===== config.mk =====
export PLATFORM = sky130hd
export DESIGN_NAME = sense_chain
export DESIGN_NICKNAME = d
export VERILOG_FILES = /design/src/rtl/sense_chain_pkg.sv /design/src/rtl/sense_stage.sv /design/src/rtl/sense_chain.sv
export SDC_FILE = /design/constraint.sdc
export NUM_CORES = 1
export LEC_CHECK = 0
export ABC_AREA = 0
export CAP_MARGIN = 20
export CORE_MARGIN = 1.5
export CORE_UTILIZATION = 40
export DETAILED_ROUTE_END_ITERATION = 7
export GPL_TIMING_DRIVEN = 0
export MAX_ROUTING_LAYER = met4
export PLACE_DENSITY = 0.73
export SLEW_MARGIN = 20
export SYNTH_ARGS = -nofsm -noshare
export SYNTH_HDL_FRONTEND = slang
export SYNTH_SLANG_ARGS = --single-unit

===== constraint.sdc =====
create_clock -name clk -period 2.96 [get_ports clk]
set_input_delay 0.592 -clock clk [delete_from_list [all_inputs] [get_ports clk]]
set_output_delay 0.592 -clock clk [all_outputs]
set_load 0.01 [all_outputs]

===== src/rtl/sense_chain_pkg.sv =====
// Shared constants, stage payload type and load helper for the sense_chain
// register pipeline.
package sense_chain_pkg;

  localparam int unsigned DEFAULT_WIDTH        = 14;
  localparam int unsigned DEFAULT_CHAIN_LENGTH = 4;
  localparam int unsigned MAX_CHAIN_LENGTH     = 64;

  // Stage payload at the default width; sense_stage declares the same shape at its own WIDTH.
  typedef struct packed {
    logic                     ena;
    logic [DEFAULT_WIDTH-1:0] data;
  } stage_t;

  // A stage may take new data when it is empty or its current item is leaving.
  function automatic logic can_load(input logic ena, input logic move);
    return !ena || move;
  endfunction

endpackage


===== src/rtl/sense_stage.sv =====
// One pipeline stage: a valid/data register pair that loads from its source
// when it is empty or moving, and moves when its successor can accept.
module sense_stage
  import sense_chain_pkg::*;
#(
  parameter int unsigned WIDTH = DEFAULT_WIDTH
) (
  input  logic             clk,
  input  logic             rst,
  input  logic             flush,
  input  logic             src_ena,
  input  logic [WIDTH-1:0] src_data,
  input  logic             succ_rdy,
  output logic             move_c,
  output logic             ena,
  output logic [WIDTH-1:0] data
);

  typedef struct packed {
    logic             ena;
    logic [WIDTH-1:0] data;
  } stage_w_t;

  stage_w_t         stage_d;
  logic             ena_q;
  logic [WIDTH-1:0] data_q;
  logic             load_c;

  // Load wins over move so a stage that hands off and refills stays valid.
  always_comb begin
    move_c       = ena_q & succ_rdy;
    load_c       = can_load(ena_q, move_c) & src_ena;
    stage_d.ena  = ena_q;
    stage_d.data = data_q;
    if (flush) begin
      stage_d.ena = 1'b0;
    end else if (load_c) begin
      stage_d.ena  = 1'b1;
      stage_d.data = src_data;
    end else if (move_c) begin
      stage_d.ena = 1'b0;
    end
  end

  always_ff @(posedge clk or posedge rst) begin
    if (rst) begin
      ena_q <= 1'b0;
    end else begin
      ena_q <= stage_d.ena;
    end
  end

  // Data is qualified by ena_q, so it carries no reset.
  always_ff @(posedge clk) begin
    data_q <= stage_d.data;
  end

  assign ena  = ena_q;
  assign data = data_q;

endmodule


===== src/rtl/sense_chain.sv =====
// Elastic register chain of CHAIN_LENGTH stages with valid/ready handshakes,
// bubble collapsing, synchronous flush and a registered occupancy count.
module sense_chain
  import sense_chain_pkg::*;
#(
  parameter int unsigned WIDTH        = DEFAULT_WIDTH,
  parameter int unsigned CHAIN_LENGTH = DEFAULT_CHAIN_LENGTH,
  parameter int unsigned CNT_W        = $clog2(CHAIN_LENGTH + 1)
) (
  input  logic                    clk,
  input  logic                    rst,
  input  logic                    flush,
  input  logic                    in_ena,
  input  logic [WIDTH-1:0]        in_data,
  output logic                    in_rdy,
  output logic                    out_ena,
  output logic [WIDTH-1:0]        out_data,
  input  logic                    out_rdy,
  output logic [CHAIN_LENGTH-1:0] stage_ena,
  output logic [CNT_W-1:0]        count
);

  logic [CHAIN_LENGTH-1:0] stage_ena_w;
  logic [CHAIN_LENGTH-1:0] move_w;
  logic [CHAIN_LENGTH-1:0] succ_rdy_w;
  logic [CHAIN_LENGTH-1:0] src_ena_w;
  logic [WIDTH-1:0]        stage_data_w [CHAIN_LENGTH];
  logic [WIDTH-1:0]        src_data_w   [CHAIN_LENGTH];

  logic             in_xfer_c;
  logic             out_xfer_c;
  logic [CNT_W-1:0] count_q;
  logic [CNT_W-1:0] count_d;

  for (genvar i = 0; i < int'(CHAIN_LENGTH); i++) begin : g_stage
    // A successor can accept if any later stage is empty or the output drains.
    if (i == int'(CHAIN_LENGTH) - 1) begin : g_tail
      assign succ_rdy_w[i] = ~flush & out_rdy;
    end else begin : g_inner
      assign succ_rdy_w[i] = ~flush & (out_rdy | ~(&stage_ena_w[CHAIN_LENGTH-1:i+1]));
    end

    if (i == 0) begin : g_head
      assign src_ena_w[i]  = in_ena & ~flush;
      assign src_data_w[i] = in_data;
    end else begin : g_body
      assign src_ena_w[i]  = move_w[i-1];
      assign src_data_w[i] = stage_data_w[i-1];
    end

    sense_stage #(
      .WIDTH(WIDTH)
    ) u_stage (
      .clk      (clk),
      .rst      (rst),
      .flush    (flush),
      .src_ena  (src_ena_w[i]),
      .src_data (src_data_w[i]),
      .succ_rdy (succ_rdy_w[i]),
      .move_c   (move_w[i]),
      .ena      (stage_ena_w[i]),
      .data     (stage_data_w[i])
    );
  end

  assign in_rdy     = ~flush & can_load(stage_ena_w[0], move_w[0]);
  assign in_xfer_c  = in_ena & in_rdy;
  assign out_xfer_c = move_w[CHAIN_LENGTH-1];

  // Occupancy tracks the transfers, so it always equals the number of set valids.
  always_comb begin
    count_d = count_q;
    if (flush) begin
      count_d = '0;
    end else begin
      count_d = count_q + CNT_W'(in_xfer_c) - CNT_W'(out_xfer_c);
    end
  end

  always_ff @(posedge clk or posedge rst) begin
    if (rst) begin
      count_q <= '0;
    end else begin
      count_q <= count_d;
    end
  end

  assign out_ena   = stage_ena_w[CHAIN_LENGTH-1];
  assign out_data  = stage_data_w[CHAIN_LENGTH-1];
  assign stage_ena = stage_ena_w;
  assign count     = count_q;

endmodule


==> results.sh <==
export IMPL_grt_pass1_vias=904
export IMPL_min_to="g_stage[2].u_stage.data[13]"
export IMPL_tns_ns=0
export IMPL_postSynthAreaPerCell_um2=22.1
export IMPL_finalMaxSlewViolations=0
export IMPL_fp_dieW_um=75.8
export IMPL_fin_ws_ns=0.303
export IMPL_die_h_um=75.8
export IMPL_vias=925
export IMPL_ys_seq_area_share_pct=87.6
export IMPL_ys_ff_latch=63
export IMPL_cts_sinks=63
export IMPL_cpMaxStageDelayCell="clkdlybuf4s50_1"
export IMPL_die_area_um2=5740
export IMPL_min_path_cells=0
export IMPL_avgRoutedWirePerCell_um=11.4
export IMPL_post_cts_buffers=0
export IMPL_totalWireLength_um=2550
export IMPL_r2r_end="count[2]"
export IMPL_synth_area_leader_cell="edfxtp_1"
export IMPL_final_cell_mix="edfxtp_1 (56), clkdlybuf4s50_1 (41), clkbuf_8 (9)"
export IMPL_ff2ff_setup_slack_ns=0.86
export IMPL_min_from="g_stage[1].u_stage.data[13]"
export IMPL_worstSetupStartpointType="input pin"
export IMPL_maxCapViolations=0
export IMPL_grt_pass1_wl_um=4010
export IMPL_grt_max_degree=15
export IMPL_yosysWarnings=0
export IMPL_layout_commonest_cell="edfxtp_1"
export IMPL_final_layout_size_suffix_gt1_share_pct=15.6
export IMPL_crit_cells=4
export IMPL_worstSetupPathType="in2out"
export IMPL_final_setup_viol_count=0
export IMPL_instances_no_fill=224
export IMPL_numCtsBuffers=9
export IMPL_crit_family="buffers and inverters"
export IMPL_hpwl_um=1760
export IMPL_critPathArrivalTime_ns=2.06
export IMPL_cts_max_level=3
export IMPL_pre_cts_slack_ns=0.161
export IMPL_gp_congestion=0.745
export IMPL_initial_core_util_pct=41.5
export IMPL_worstMarginPinSlew_ns=0.988
export IMPL_final_hold_viol_count=0
export IMPL_vdd_ir_drop_max_mv=0.302
export IMPL_syn2layout_area_growth_pct=32.8
export IMPL_tritoncts="done"
export IMPL_grt_setup_unrepaired="false"
export IMPL_fmax_mhz=376
export IMPL_path_buf_inv=2
export IMPL_portBuffers=41
export IMPL_worstRegToRegCells=9
export IMPL_whs_ns=0.415
export IMPL_drc_errors=0
export IMPL_synth_top_area_share_pct=79.3
export IMPL_syn_inst=96
export IMPL_cts_hold_buffers=0
export IMPL_cpMostUsedCell="clkdlybuf4s50_1"
export IMPL_ctsResizeCount=0
export IMPL_crit_chain="clkdlybuf4s50_1, and4b_4, a21oi_1, clkdlybuf4s50_1"
export IMPL_crit_path_end_kind="output port"
export IMPL_cp_required_ns=2.37
export IMPL_clock_skew_ns=0.00444
export IMPL_critPathMaxFanout=5
export IMPL_diodes=0
export IMPL_dp_cells=208
export IMPL_drt_iter0_drc=30
export IMPL_ios=42
export IMPL_vias_per_cell=4.13
export IMPL_ctsRootBufferMaster="clkbuf_8"
export IMPL_design_area_um2=2820
export IMPL_fin_nets=171
export IMPL_slowest_delay_ns=0.57
export IMPL_cts_max_path_buffers=2
export IMPL_synth_area_top_cells="edfxtp_1 (79%), dfrtp_1 (8.3%), buf_4 (1.4%)"
export IMPL_dr_pass1_iters=4
export IMPL_grt_usage_pct=11.1
export IMPL_dpl_instance_area_um2=2630
export IMPL_fp_row_count=26
export IMPL_synth_cell_types=22
export IMPL_status="completed"
export IMPL_syn_num_nets=118
export IMPL_core_area_um2=5110
export IMPL_leakage_nw=1.00
export IMPL_r2r_start="g_stage[3].u_stage.ena"
export IMPL_min_period_ns=2.66
export IMPL_hold_class="reg2reg"
export IMPL_netlist_area_um2=2120
export IMPL_ant_nets=0
export IMPL_min_period_over_period_pct=89.7
export IMPL_clkLatencyLatePin_ns=0.33
export IMPL_overflow=0
export IMPL_power_density_nw_per_um2=623
export IMPL_antenna_found_initial=0
export IMPL_path_clk_slew_ns=0.06
export IMPL_relSlewSlack_pct=33.9
[how the worst max path moves through the flow]
| stage | from | endpoint |
|---|---|---|
| 2_1_floorplan | flush | g_stage[3].u_stage.data[0] |
| 3_3_place_gp | flush | g_stage[3].u_stage.data[10] |
| 3_5_place_dp | flush | count[2] |
| 4_1_cts | out_rdy | in_rdy |
| 5_1_grt | out_rdy | in_rdy |
| 6_report | out_rdy | in_rdy |
[sequential cells by signal, indices dropped and copies added, names as in the netlist]
name and count:
g_stage.u_stage.data 56, g_stage.u_stage.ena 4, count 3
[cell usage after synthesis, drive strengths merged]
| cell type | n |
|---|---|
| and3b | 2 |
| a21oi | 3 |
| buf | 5 |
| inv | 4 |
| and4b | 1 |
| a21o | 1 |
| nand2b | 2 |
| nand4b | 1 |
| nor2b | 2 |
| edfxtp | 56 |
| ha | 2 |
| xnor3 | 1 |
| nor3b | 2 |
| dfrtp | 7 |
| nor2 | 3 |
| fa | 1 |
| o21ba | 2 |
| o21ai | 1 |
[worst reg2reg max path, cell delays in order, from the launching register on]
cell and delay (ns):
dfrtp_1 0.44, and4b_4 0.26, a21o_1 0.18, ha_1 0.27
inv_1 0.06, ha_1 0.13, inv_1 0.05, fa_1 0.36
xnor3_1 0.21, nor2_1 0.04
[layout make-up]
type	instances	area [um2]
inverters	4	15.0
fillers	400	2290
multi-input cells	24	221
clock buffers	12	135
well taps	70	87.6
plain buffers	5	35.0
clock inverters	4	46.3
repair buffers	42	418
flip-flops and latches	63	1860
[cells by family after synthesis]
group,after synthesis,synth area share (%)
buffers and inverters,9,2.36
adders and majority gates,3,2.12
AOI/OAI and AO/OA,7,2.24
and+or+nand+nor,13,4.60
xor gates and xnor gates,1,1.06
DFF,63,87.6
[power breakdown]
part,total (mW),internal [mW],switching [mW]
clock,0.674,0.385,0.289
sequential,1.00,0.991,0.00907
combinational,0.0792,0.0494,0.0298
[metal layers]
metal	wire, um	GRT usage [%]	up-vias
li1	-	-	467
met1	1070	11.6	412
met2	1220	14.8	38
met3	151	5.16	8
met4	112	11.3	0
met5	0	-	-
[per-stage QoR]
step / utilization (%) / total power [mW]
after floorplan: - / 1.05
after global placement: 51.2 / 1.09
after detailed placement: 51.6 / 1.10
after CTS: 55.1 / 1.78
after global routing: 55.1 / 1.82
final: 55.1 / 1.75
Power figures use the tool's default switching activity.
